`src/rtl/mult_hilo_unit_pkg.sv`:
```
// mult_hilo_unit_pkg
//   Shared definitions for the HI/LO result stage: operation codes, FSM
//   states and default datapath widths.
//   Optional feature macro used by the slice: MULT_HILO_MACC_EN.
package mult_hilo_unit_pkg;

    localparam int unsigned DW_DEF = 16;
    localparam int unsigned PW_DEF = 32;

    typedef enum logic [2:0] {
        OP_NOP  = 3'b000,
        OP_MUL  = 3'b001,
        OP_MADD = 3'b010,
        OP_MSUB = 3'b011,
        OP_MTHI = 3'b100,
        OP_MTLO = 3'b101,
        OP_CLR  = 3'b110,
        OP_RSVD = 3'b111
    } op_e;

    typedef enum logic {
        ST_IDLE = 1'b0,
        ST_WAIT = 1'b1
    } state_e;

endpackage

```
`src/rtl/mult_hilo_unit_hilo_acc.sv`:
```
// hilo_acc
//   Combinational PW-bit add/subtract of the HI/LO pair and the product.
//   Subtract is done as acc + ~product + 1; flag is the carry out for an
//   add and the borrow (acc < product) for a subtract.
//   Ports:
//     acc     in  PW  current {hi,lo}
//     product in  PW  multiplier product
//     sub     in  1   1 = subtract, 0 = add
//     result  out PW  acc +/- product, modulo 2^PW
//     flag    out 1   carry (add) or borrow (subtract)
//   Only built when MULT_HILO_MACC_EN is defined.
`ifdef MULT_HILO_MACC_EN
module hilo_acc #(
    parameter int unsigned PW = 32
)(
    input  logic [PW-1:0] acc,
    input  logic [PW-1:0] product,
    input  logic          sub,
    output logic [PW-1:0] result,
    output logic          flag
);

    logic [PW-1:0] b_op;
    logic [PW:0]   sum;

    always_comb begin
        b_op   = sub ? ~product : product;
        sum    = {1'b0, acc} + {1'b0, b_op} + {{PW{1'b0}}, sub};
        result = sum[PW-1:0];
        // With the inverted operand, a missing carry means a borrow.
        flag   = sub ? ~sum[PW] : sum[PW];
    end

endmodule
`endif

```
`src/rtl/mult_hilo_unit.sv`:
```
// mult_hilo_unit
//   Sequential HI/LO result stage behind an external combinational
//   DW x DW multiplier. Accepts requests over valid/ready, drives the
//   multiplier operands, waits MULT_LAT cycles, then writes, accumulates
//   or subtracts the product into HI/LO.
//   Ports:
//     clk, rst            clock (rising edge), async active-high reset
//     req_valid/req_ready request handshake
//     req_op, req_a/b     opcode and operands (req_a is MTHI/MTLO data)
//     mul_a, mul_b        registered operands to the multiplier
//     mul_product         combinational product from the multiplier
//     hi, lo              architectural result registers
//     busy                multiply in flight
//     done                one-cycle pulse after an accepted op completes
//     ovf                 carry/borrow of the last accumulate op
//   Macro MULT_HILO_MACC_EN: when defined, MADD/MSUB accumulate through
//   hilo_acc; otherwise they behave as MUL and ovf is tied to 0.
module mult_hilo_unit
    import mult_hilo_unit_pkg::*;
#(
    parameter int unsigned DW       = DW_DEF,
    parameter int unsigned PW       = PW_DEF,
    parameter int unsigned MULT_LAT = 1
)(
    input  logic          clk,
    input  logic          rst,
    input  logic          req_valid,
    output logic          req_ready,
    input  logic [2:0]    req_op,
    input  logic [DW-1:0] req_a,
    input  logic [DW-1:0] req_b,
    output logic [DW-1:0] mul_a,
    output logic [DW-1:0] mul_b,
    input  logic [PW-1:0] mul_product,
    output logic [DW-1:0] hi,
    output logic [DW-1:0] lo,
    output logic          busy,
    output logic          done,
    output logic          ovf
);

    state_e     state;
    logic [2:0] cnt;

`ifdef MULT_HILO_MACC_EN
    op_e           op_q;
    logic          ovf_q;
    logic [PW-1:0] acc_sum;
    logic          acc_flag;

    hilo_acc #(
        .PW (PW)
    ) u_acc (
        .acc     ({hi, lo}),
        .product (mul_product),
        .sub     (op_q == OP_MSUB),
        .result  (acc_sum),
        .flag    (acc_flag)
    );

    assign ovf = ovf_q;
`else
    assign ovf = 1'b0;
`endif

    always_ff @(posedge clk or posedge rst) begin
        if (rst) begin
            state     <= ST_IDLE;
            cnt       <= '0;
            req_ready <= 1'b1;
            busy      <= 1'b0;
            done      <= 1'b0;
            mul_a     <= '0;
            mul_b     <= '0;
            hi        <= '0;
            lo        <= '0;
`ifdef MULT_HILO_MACC_EN
            op_q      <= OP_NOP;
            ovf_q     <= 1'b0;
`endif
        end else begin
            done <= 1'b0;
            case (state)
                ST_IDLE: begin
                    // req_ready is always 1 here, so valid alone means accept.
                    if (req_valid) begin
                        case (op_e'(req_op))
                            OP_MUL, OP_MADD, OP_MSUB: begin
                                mul_a     <= req_a;
                                mul_b     <= req_b;
                                cnt       <= 3'(MULT_LAT);
                                state     <= ST_WAIT;
                                req_ready <= 1'b0;
                                busy      <= 1'b1;
`ifdef MULT_HILO_MACC_EN
                                op_q      <= op_e'(req_op);
`endif
                            end
                            OP_MTHI: begin
                                hi   <= req_a;
                                done <= 1'b1;
                            end
                            OP_MTLO: begin
                                lo   <= req_a;
                                done <= 1'b1;
                            end
                            OP_CLR: begin
                                hi   <= '0;
                                lo   <= '0;
                                done <= 1'b1;
`ifdef MULT_HILO_MACC_EN
                                ovf_q <= 1'b0;
`endif
                            end
                            default: done <= 1'b1;
                        endcase
                    end
                end
                ST_WAIT: begin
                    cnt <= cnt - 3'd1;
                    if (cnt == 3'd1) begin
`ifdef MULT_HILO_MACC_EN
                        case (op_q)
                            OP_MADD, OP_MSUB: begin
                                {hi, lo} <= acc_sum;
                                ovf_q    <= acc_flag;
                            end
                            default: begin
                                {hi, lo} <= mul_product;
                                ovf_q    <= 1'b0;
                            end
                        endcase
`else
                        {hi, lo} <= mul_product;
`endif
                        done      <= 1'b1;
                        state     <= ST_IDLE;
                        req_ready <= 1'b1;
                        busy      <= 1'b0;
                    end
                end
                default: state <= ST_IDLE;
            endcase
        end
    end

endmodule

```
`config.mk`:
```
export PLATFORM = sky130hd
export DESIGN_NAME = mult_hilo_unit
export DESIGN_NICKNAME = d
export VERILOG_FILES = /design/src/rtl/mult_hilo_unit_pkg.sv /design/src/rtl/mult_hilo_unit_hilo_acc.sv /design/src/rtl/mult_hilo_unit.sv
export SDC_FILE = /design/constraint.sdc
export NUM_CORES = 1
export LEC_CHECK = 0
export ABC_AREA = 1
export CELL_PAD_IN_SITES_DETAIL_PLACEMENT = 1
export CELL_PAD_IN_SITES_GLOBAL_PLACEMENT = 1
export CORE_ASPECT_RATIO = 0.5
export CORE_MARGIN = 2
export CORE_UTILIZATION = 32
export DETAILED_ROUTE_END_ITERATION = 8
export HOLD_SLACK_MARGIN = 0.12
export PLACE_DENSITY_LB_ADDON = 0.1
export SETUP_SLACK_MARGIN = 0.1
export SLEW_MARGIN = 25
export SYNTH_ARGS = -nofsm -noshare
export SYNTH_HDL_FRONTEND = slang
export SYNTH_HIERARCHICAL = 1
export SYNTH_SLANG_ARGS = --single-unit
```
`constraint.sdc`:
```
create_clock -name clk -period 4.3 [get_ports clk]
set_clock_uncertainty 0.15 [all_clocks]
set_input_delay 1.29 -clock clk [delete_from_list [all_inputs] [get_ports clk]]
set_output_delay 1.29 -clock clk [all_outputs]
set_load 0.01 [all_outputs]
```
==> Word-level counts from Yosys, hierarchy flattened <==
Index checks and enable logic that the tools add are counted.
{ "word_totals": {"wordCells": 56, "ff_bits": 71, "in_bits": 70, "out_inout_bits": 68} }
{ "classes": {"n_mux": 27, "n_bitwise": 1, "n_reduce_logical": 6, "addsub": 1, "eq_ne": 12} }
{ "op_table": {"columns": ["cell", "n"], "rows": [
  ["one-hot mux 16 bit (2 select lines)", 4],
  ["two-way mux 16 bit", 4],
  ["two-way mux 1 bit", 12],
  ["AND reduction 3 bit", 4],
  ["== test 3 bit (second input constant)", 3],
  ["one-hot mux 1 bit (2 select lines)", 4],
  ["== test 3 x 1 -> 1 bit (second input constant)", 2],
  ["== test 3 x 2 -> 1 bit (second input constant)", 2],
  ["two-way mux 3 bit", 2],
  ["!= test 3 x 1 -> 1 bit (second input constant)", 2],
  ["one-hot mux 3 bit (2 select lines)", 1],
  ["!= test 2 x 1 -> 1 bit (second input constant)", 2],
  ["OR reduction 3 bit", 1],
  ["subtractor 3 x 1 -> 3 bit (second input constant)", 1],
  ["!= test 2 bit (second input constant)", 1],
  ["AND reduction 2 bit", 1],
  ["inverter 1 bit", 1]
]} }

==> Longest topological paths before layout <==
Gate-level depths: netlist (run 1).
{ "depth": {"depth_word": 5, "mapped_depth": 9, "depth_no_buf": 7} }

==> Least setup slack after synthesis (run 1) <==
Ideal clock, no wire load.
{ "synth_path": {"path_kind": "input-to-reg", "from": "in req_op[0]", "to": "reg lo[0]", "arrival_ns": 2.031, "slack_ns": 2.002, "cell_stages": 7, "required_time_ns": 4.033, "path_buffers": 1, "setup_time_ns": 0.117, "cell_sequence": "inv_1 -> nand3_2 -> nand3_2 -> nand2_4 -> buf_6 -> nand2_1 -> nand2_1"} }
{ "synth_between": {"elab_chain_len": 4, "elab_cells_between_ends": 7, "cone_classes": "3 x eq/ne; 3 x mux; 1 x reduce/logical"} }
{ "synth_rtl": {"columns": ["item", "line", "rtl"], "rows": [
  ["start: declaration", "mult_hilo_unit.sv:29", "input logic [2:0] req_op,"],
  ["== test 3 bit", "mult_hilo_unit.sv:87", "case (op_e'(req_op))"],
  ["one-hot mux 16 bit (2 select lines)", "mult_hilo_unit.sv:87", null],
  ["two-way mux 16 bit", "mult_hilo_unit.sv:86", "if (req_valid) begin"],
  ["one-hot mux 16 bit (2 select lines)", "mult_hilo_unit.sv:83", "case (state)"],
  ["end signal: assignment", "mult_hilo_unit.sv:104", "lo <= req_a;"],
  ["end signal: assignment", "mult_hilo_unit.sv:134", "{hi, lo} <= mul_product;"],
  ["end: declaration", "mult_hilo_unit.sv:36", "output logic [DW-1:0] lo,"]
]} }
Several ways; a longest one is shown, not always the timed one. The select of a mux whose other input is x is not followed.
A chain may end at the register's enable or synchronous reset.

==> Final worst setup path (run 1) <==
{ "layout_path": {"from": "in req_op[2]", "to": "reg lo[9]"} }
Same word-level chain as after synthesis.

==> results of run 1 <==
[worst max-delay path: cells and delay by family]
kind          cells  cell delay (ns)
buf+inv           1             0.58
simple gates      5             1.20
[final timing paths]
check                                      start                     to  depth (start not counted)
hold / removal             req_ready$_DFFE_PP1P_  req_ready$_DFFE_PP1P_                          2
setup / recovery                       req_op[2]      lo[9]$_DFFE_PP0P_                          6
setup reg to reg                 state$_DFF_PP0_      lo[9]$_DFFE_PP0P_                          8
min in group asynchronous                    rst  mul_b[13]$_DFFE_PP0P_                          2
hold reg to reg            req_ready$_DFFE_PP1P_  req_ready$_DFFE_PP1P_                          2
max in group asynchronous                    rst     lo[11]$_DFFE_PP0P_                          3
[cells in the final DEF, fill, tap and decap left out, drive strengths merged]
cell / netlist / routed
clkdlybuf4s50: 0 / 136
a21boi: 2 / 2
inv: 8 / 7
ha: 2 / 2
clkbuf: 5 / 11
clkinvlp: 0 / 1
dfrtp: 70 / 70
a21oi: 1 / 1
dfstp: 1 / 1
nand3: 54 / 54
nand2: 238 / 238
conb: 1 / 1
o21ai: 3 / 3
nor2: 2 / 2
bufinv: 0 / 2
buf: 16 / 3
clkinv: 0 / 3
[per-layer routing]
layer  up-vias  part of all wire  GRT usage
li1       1511                 -          -
met1      1493              0.47      0.253
met2        81              0.47      0.349
met3        11             0.050     0.0509
met4         0             0.010     0.0588
met5         -                 0          0
[flip-flops by register name, summed over array words and instances (netlist names)]
name	flops
done	1
mul_a	16
busy	1
hi	16
lo	16
state	1
cnt	3
mul_b	16
req_ready	1
[cells by family after synthesis]
logic type,synth area share
simple gates,0.376
flops,0.554
buf+inv,0.0449
compound gates,0.0156
fa+ha+maj,0.00780
other cells,0.00117
[power by group]
part	switching (uW)	total, uW	internal (uW)
Combinational	844	1650	803
Clock	288	812	524
Sequential	185	1180	991
[layout make-up]
| type | count | area, sq um | area share |
|---|---|---|---|
| Clock buffer | 11 | 243 | 0.0487 |
| Clock inverter | 5 | 81.3 | 0.0163 |
| Inverter | 8 | 31.3 | 0.00628 |
| Multi-Input combinational cell | 303 | 1280 | 0.258 |
| Sequential cell | 71 | 1780 | 0.357 |
| Tap cell | 135 | 169 | 0.0339 |
| Timing Repair Buffer | 139 | 1400 | 0.280 |
[per-stage QoR]
step	cells	utilization	setup slack (ns)	cell area, sq um
after floorplan	403	-	1.07	3210
after global placement	656	0.485	1.03	4660
after detailed placement	656	0.485	0.990	4660
after CTS	672	0.519	1.30	4980
after global routing	672	0.519	1.16	4980
final	672	0.519	1.30	4980
==> summary.txt, run 1 <==
Finish
  • Nets: 604
  • P&R area growth vs syn: 55.4%
  • Layout fillers: 1178
  • Antenna diodes: 0
  • Share of cells above drive strength 1: 0.0633

Setup path
  • Critical Path AT: 3.06 ns
  • Crit Path Class: in2reg
  • Critical Path End Type: flip-flop
  • R2R setup slack: 1.79 ns
  • CP required: 4.36 ns
  • CP startpoint kind: input port
  • Worst path max stage delay: 0.58 ns
  • CP max stage cell: clkdlybuf4s50_1
  • CP max FO: 17
  • Crit-path cells: clkdlybuf4s50_1, nand3_2, nand3_2, nand2_4, nand2_1, nand2_1

Global route
  • Largest net degree at the start of global routing: 43
  • Total track usage: 0.200
  • Initial antenna violation count: 0
  • Vias in the first global route: 3318
  • Global-route wire length before repair: 16900 um
  • Grt total ovfl: 0

Pwr
  • Leak Pwr: 0.00250 uW
  • Tot Pwr: 3630 uW
  • Worst VDD drop: 0.293 mV
  • Pwr Density: 729 nW/um^2

Timing
  • Max-slew headroom: 0.487
  • Post-layout min period: 3.00 ns
  • Worst Tran Pin Value: 0.768 ns
  • Hold WS: 0.313 ns
  • Fin. max-slew vios: 0
  • Final setup vio count: 0
  • Final hold vios: 0
  • F_max: 334 MHz
  • Total negative setup slack: 0 ns
  • RSZ-0062 raised after global routing: false
  • Final worst path period share: 0.697

Clocking
  • Post-CTS Hold Fix Bufs: 0
  • H-tree Lvls: 3
  • Cts bufs inserted: 9
  • Sink Count: 71
  • Post-CTS Setup Repair Bufs: 0
  • CTS Buffer Depth: 2
  • Clock root buffer: clkbuf_16
  • CTS resizes: 0
  • Reg clk slew, reported paths: 0.06 ns
  • Clk_lat worst skew: 0.33 ns
  • CTS tree: done

Detailed routing
  • Drt drc: 0
  • Routed vias/inst: 4.61
  • Final WL: 10400 um
  • Avg WL per Cell: 15.4 um
  • Drt pass-1 iters: 4
  • Routed via count: 3096
  • Drt initial violations: 81
  • Post-route ant nets: 0

Placed design
  • I/O Buffers: 136
  • Post-DP HPWL: 7550 um
  • Routability Congestion: 0.792

Yosys
  • Cell variety after synth: 22
  • Ys flop type: dfrtp_1
  • Syn Nets: 475
  • Top cell type's share of synthesized area: 0.546
  • Number of synthesized flops with an enable pin: 0
  • Synth area leader: dfrtp_1
  • Area contributors post-synth: dfrtp_1 55%, nand2_1 27%, nand3_1 8.0%
  • Syn_area_per_cell: 7.96 sq um
  • Top cells by count, synth: 234 x nand2_1, 70 x dfrtp_1, 51 x nand3_1
  • Cell Area, Synth: 3210 sq um
  • Register bit count reported by yosys: 71
  • Sequential fraction of the synthesis area: 0.554
  • Gate Count Post-Synth: 403
  • Synth Warn #: 6
  • Asr flop ratio synth: 1.00
  • Top-count cell post-synth: nand2_1

Floorplan
  • IO Count: 138
  • Die Span Y: 74.8 um
  • Width of the die: 146 um
  • Initial Util: 0.334
  • Die area: 10900 sq um
  • Core area: 9600 sq um
  • Row count: 25

Run status
  • Status: finished, final reports clean

Job
  • Number of max-cap violations: 0

Worst hold path
  • Hold Crit Class: reg2reg
No activity file was read; power rests on OpenSTA's default activity.
==> run 2: changes to the inputs <==
CORE_UTILIZATION = 30   (was 32)
clock period = 2.9 ns   (was 4.3 ns; I/O delays follow)
==> summary.txt, run 2 (synthesis results as in run 1) <==
Floorplan
  • Die Span Y: 77.1 um (was 74.8 um)
  • Width of the die: 150 um (was 146 um)
  • Die area: 11600 sq um (was 10900 sq um)
  • Row count: 26 (was 25)
  • IO Count: 138 (unchanged)
  • Initial Util: 0.311 (was 0.334)
  • Core area: 10300 sq um (was 9600 sq um)

Clocking
  • Post-CTS Hold Fix Bufs: 0 (unchanged)
  • CTS resizes: 0 (unchanged)
  • CTS Buffer Depth: 2 (unchanged)
  • Cts bufs inserted: 9 (unchanged)
  • Clk_lat worst skew: 0.33 ns (about the same)
  • Post-CTS Setup Repair Bufs: 0 (unchanged)
  • H-tree Lvls: 3 (unchanged)
  • Clock root buffer: clkbuf_16 (unchanged)
  • CTS tree: done (unchanged)
  • Reg clk slew, reported paths: 0.06 ns (about the same)
  • Sink Count: 71 (unchanged)

Global route
  • Global-route wire length before repair: 16900 um (about the same)
  • Largest net degree at the start of global routing: 36 (was 43)
  • Grt total ovfl: 0 (unchanged)
  • Total track usage: 0.188 (was 0.200)
  • Initial antenna violation count: 0 (unchanged)
  • Vias in the first global route: 3306 (was 3318)

Finish
  • Non-filler cells, final: 685 (was 672)
  • Layout Utilization: 0.489 (was 0.519)
  • Most common cell after layout, fill and taps aside: nand2_1 (unchanged)
  • Most frequent cells in the layout: 234 x nand2_1, 136 x clkdlybuf4s50_1, 70 x dfrtp_1 (unchanged)
  • Nets: 612 (was 604)
  • P&R area growth vs syn: 57.3% (was 55.4%)
  • Antenna diodes: 0 (unchanged)
  • Share of cells above drive strength 1: 0.0752 (was 0.0633)

Setup path
  • RR Endpoint: lo[4]$_DFFE_PP0P_ (was lo[9]$_DFFE_PP0P_)
  • Critical Path End Type: primary output (was flip-flop)
  • Crit path depth: 1 (was 6)
  • Critical Path AT: 1.39 ns (was 3.06 ns)
  • R2R setup slack: 1.06 ns (was 1.79 ns)
  • Critical path's top delay family: flip-flops (was simple AND/OR/NAND/NOR gates)
  • Crit Path Class: reg2out (was in2reg)
  • Setup crit end: req_ready (was lo[9]$_DFFE_PP0P_)
  • CP startpoint kind: flip-flop (was input port)
  • Worst R2R Start: cnt[0]$_DFFE_PP0P_ (was state$_DFF_PP0_)
  • WP buf/inv: 1 (unchanged)
  • CP required: 1.88 ns (was 4.36 ns)
  • CP max stage cell: dfstp_2 (was clkdlybuf4s50_1)
  • Worst path max stage delay: 0.53 ns (was 0.58 ns)
  • CP max FO: 2 (was 17)
  • Worst Setup SP: req_ready$_DFFE_PP1P_ (was req_op[2])
  • Crit-path cells: clkdlybuf4s50_1 (was clkdlybuf4s50_1, nand3_2, nand3_2, nand2_4, nand2_1, nand2_1)
  • Register-to-Register Path Depth: 6 (was 8)

Detailed routing
  • Post-route ant nets: 0 (unchanged)
  • Drt pass-1 iters: 4 (unchanged)
  • Drt initial violations: 113 (was 81)
  • Routed vias/inst: 4.52 (was 4.61)
  • Final WL: 10200 um (was 10400 um)
  • Routed via count: 3099 (was 3096)
  • Drt drc: 0 (unchanged)
  • Avg WL per Cell: 15.0 um (was 15.4 um)

Placed design
  • Pre-CTS setup slack: 0.408 ns (was 0.990 ns)
  • Post-DP HPWL: 7760 um (was 7550 um)
  • I/O Buffers: 136 (unchanged)
  • Cell Count Post-Placement: 669 (was 656)
  • Routability Congestion: 0.784 (was 0.792)

Pwr
  • Pwr Density: 1050 nW/um^2 (was 729 nW/um^2)
  • Leak Pwr: 0.00254 uW (was 0.00250 uW)
  • Worst VDD drop: 0.410 mV (was 0.293 mV)

Job
  • Number of max-cap violations: 0 (unchanged)

Timing
  • Final hold vios: 0 (unchanged)
  • RSZ-0062 raised after global routing: false (unchanged)
  • Fin. max-slew vios: 0 (unchanged)
  • Final worst path period share: 0.830
  • Hold WS: 0.316 ns (was 0.313 ns)
  • Total negative setup slack: 0 ns (unchanged)
  • F_max: 416 MHz
  • Post-layout min period: 2.41 ns
  • Max-slew headroom: 0.626 (was 0.487)
  • Worst Tran Pin Value: 0.560 ns (was 0.768 ns)
  • Worst setup margin: 0.494 ns (was 1.30 ns)
  • Final setup vio count: 0 (unchanged)

Worst hold path
  • Hold Crit Class: reg2reg (unchanged)

Run status
  • Status: finished, final reports clean (unchanged)
## run 2: cell types whose count changed in the layout (fill, tap and decap cells not counted), sizes merged
cell and delta:
clkbuf +1, bufinv -1, buf +8
## run 2: where the power goes
group / switching (uW) / internal, uW
sequential: 271 / 1470
combinational: 1240 / 1230
clock: 398 / 685
total: 1910 / 3390
## run 2: worst min path at each step
| stage | startpoint | end | slack (ns) | depth (start not counted) |
|---|---|---|---|---|
| 2_1_floorplan | req_ready$_DFFE_PP1P_ | req_ready$_DFFE_PP1P_ | 0.32 | 2 |
| 3_3_place_gp | req_ready$_DFFE_PP1P_ | req_ready$_DFFE_PP1P_ | 0.30 | 2 |
| 6_report | req_ready$_DFFE_PP1P_ | req_ready$_DFFE_PP1P_ | 0.32 | 2 |
| 3_5_place_dp | req_ready$_DFFE_PP1P_ | req_ready$_DFFE_PP1P_ | 0.31 | 2 |
| 5_1_grt | req_ready$_DFFE_PP1P_ | req_ready$_DFFE_PP1P_ | 0.34 | 2 |
| 4_1_cts | req_ready$_DFFE_PP1P_ | req_ready$_DFFE_PP1P_ | 0.31 | 2 |
## run 2: per-layer routing
layer | wire, um | share of wire | global-route usage | vias to the layer above
met3 | 518 | 0.051 | 0.0506 | 10
li1 | - | - | - | 1526
met5 | 0 | 0 | 0 | -
met2 | 4660 | 0.45 | 0.301 | 85
met4 | 114 | 0.011 | 0.0491 | 0
met1 | 4950 | 0.48 | 0.253 | 1478
## run 2: final cells by class
class                   count  area (sq um)
clock inverters             4          45.0
inverters                   8          33.8
well taps                 140           175
repair buffers            147          1480
clock buffers              12           246
flip-flops and latches     71          1780
fillers                  1217          5270
multi-input cells         303          1280
## run 2: stage by stage
stage | area (sq um) | power [uW]
after floorplan | 3210 | 2950
after global placement | 4750 | 4210
after detailed placement | 4750 | 4260
after CTS | 5040 | 5380
after global routing | 5040 | 5720
final | 5040 | 5290
==> run 3: changes to the inputs <==
clock period = 2.4 ns   (was 2.9 ns; I/O delays follow)
==> summary.txt, run 3 (synthesis results as in run 1) <==
Run status
  • Status: finished, final reports clean (unchanged)

Pwr
  • Pwr Density: 1270 nW/um^2 (was 1050 nW/um^2)
  • Tot Pwr: 6440 uW (was 5290 uW)
  • Worst VDD drop: 0.441 mV (was 0.410 mV)
  • Leak Pwr: 0.00255 uW (was 0.00254 uW)

Timing
  • Total negative setup slack: 0 ns (unchanged)
  • F_max: 442 MHz
  • Post-layout min period: 2.26 ns
  • Worst setup margin: 0.140 ns (was 0.494 ns)
  • RSZ-0062 raised after global routing: false (unchanged)
  • Final setup vio count: 0 (unchanged)
  • Fin. max-slew vios: 0 (unchanged)
  • Final worst path period share: 0.942
  • Final hold vios: 0 (unchanged)

Clocking
  • CTS Buffer Depth: 2 (unchanged)
  • CTS tree: done (unchanged)
  • Cts bufs inserted: 9 (unchanged)
  • Sink Count: 71 (unchanged)
  • Clock root buffer: clkbuf_16 (unchanged)
  • H-tree Lvls: 3 (unchanged)
  • Post-CTS Setup Repair Bufs: 0 (unchanged)
  • Post-CTS Hold Fix Bufs: 0 (unchanged)
  • Clk_lat worst skew: 0.33 ns (about the same)
  • Reg clk slew, reported paths: 0.05 ns (was 0.06 ns)
  • CTS resizes: 0 (unchanged)

Detailed routing
  • Routed via count: 3149 (was 3099)
  • Post-route ant nets: 0 (unchanged)
  • Final WL: 10400 um (was 10200 um)
  • Avg WL per Cell: 15.1 um (was 15.0 um)
  • Routed vias/inst: 4.58 (was 4.52)
  • Drt pass-1 iters: 4 (unchanged)
  • Drt initial violations: 78 (was 113)
  • Drt drc: 0 (unchanged)

Finish
  • Final instance area: 5070 sq um (was 5040 sq um)
  • Antenna diodes: 0 (unchanged)
  • Most common cell after layout, fill and taps aside: nand2_1 (unchanged)
  • P&R area growth vs syn: 58.2% (was 57.3%)
  • Share of cells above drive strength 1: 0.0786 (was 0.0752)
  • Most frequent cells in the layout: 234 x nand2_1, 136 x clkdlybuf4s50_1, 70 x dfrtp_1 (unchanged)
  • Nets: 614 (was 612)

Floorplan
  • Core area: 10300 sq um (unchanged)
  • Die area: 11600 sq um (unchanged)
  • Initial Util: 0.311 (unchanged)
  • Row count: 26 (unchanged)
  • Width of the die: 150 um (unchanged)
  • IO Count: 138 (unchanged)
  • Die Span Y: 77.1 um (unchanged)

Worst hold path
  • Hold Crit Class: reg2reg (unchanged)

Global route
  • Largest net degree at the start of global routing: 36 (unchanged)
  • Vias in the first global route: 3421 (was 3306)
  • Grt total ovfl: 0 (unchanged)
  • Global-route wire length before repair: 17300 um (was 16900 um)
  • Total track usage: 0.194 (was 0.188)
  • Initial antenna violation count: 0 (unchanged)

Setup path
  • CP max FO: 2 (unchanged)
  • CP startpoint kind: flip-flop (unchanged)
  • Worst path max stage delay: 0.53 ns (about the same)
  • Critical Path AT: 1.39 ns (about the same)
  • CP max stage cell: dfstp_2 (unchanged)
  • Critical Path End Type: primary output (unchanged)
  • Crit Path Class: reg2out (unchanged)
  • Critical path's top delay family: flip-flops (unchanged)
  • WP buf/inv: 1 (unchanged)
  • Crit-path cells: clkdlybuf4s50_1 (unchanged)
  • CP required: 1.53 ns (was 1.88 ns)

Job
  • Number of max-cap violations: 0 (unchanged)

Placed design
  • Placed inst area: 4780 sq um (was 4750 sq um)
  • Routability Congestion: 0.802 (was 0.784)
  • I/O Buffers: 136 (unchanged)
  • Pre-CTS setup slack: 0.125 ns (was 0.408 ns)
  • Post-DP HPWL: 7830 um (was 7760 um)
-- run 3: area by class of cell --
cell class	instances	area [sq um]
clock inverters	4	45.0
flip-flops and latches	71	1780
clock buffers	12	246
well taps	140	175
fillers	1241	5240
inverters	8	33.8
repair buffers	149	1510
multi-input cells	303	1280
-- run 3: path summary, 6_finish.rpt --
kind / start / endpoint / slack, ns / depth (start not counted)
worst max-delay path: req_ready$_DFFE_PP1P_ / req_ready / 0.14 / 1
worst min-delay path: req_ready$_DFFE_PP1P_ / req_ready$_DFFE_PP1P_ / 0.32 / 2
worst max register to register: state$_DFF_PP0_ / hi[4]$_DFFE_PP0P_ / 0.70 / 6
worst min register to register: req_ready$_DFFE_PP1P_ / req_ready$_DFFE_PP1P_ / 0.32 / 2
max in group asynchronous: rst / req_ready$_DFFE_PP1P_ / 1.03 / 3
min in group asynchronous: rst / mul_b[13]$_DFFE_PP0P_ / 0.54 / 2
-- run 3: power by group --
| part | total, uW | internal, uW | switching (uW) |
|---|---|---|---|
| Clock | 1330 | 828 | 498 |
| Sequential | 2110 | 1780 | 334 |
| Combinational | 3000 | 1500 | 1500 |
-- run 3: routing by layer --
layer  up-vias  wire, um  track usage
li1       1525         -            -
met4         0       127       0.0547
met2        83      4830        0.320
met1      1531      4900        0.251
met5         -         0            0
met3        10       534       0.0530
-- run 3: metrics by stage --
step | instances | util | hold slack, ns
after floorplan | 403 | - | 0.319
after global placement | 671 | 0.464 | 0.304
after detailed placement | 671 | 0.464 | 0.319
after CTS | 687 | 0.492 | 0.328
after global routing | 687 | 0.492 | 0.343
final | 687 | 0.492 | 0.323
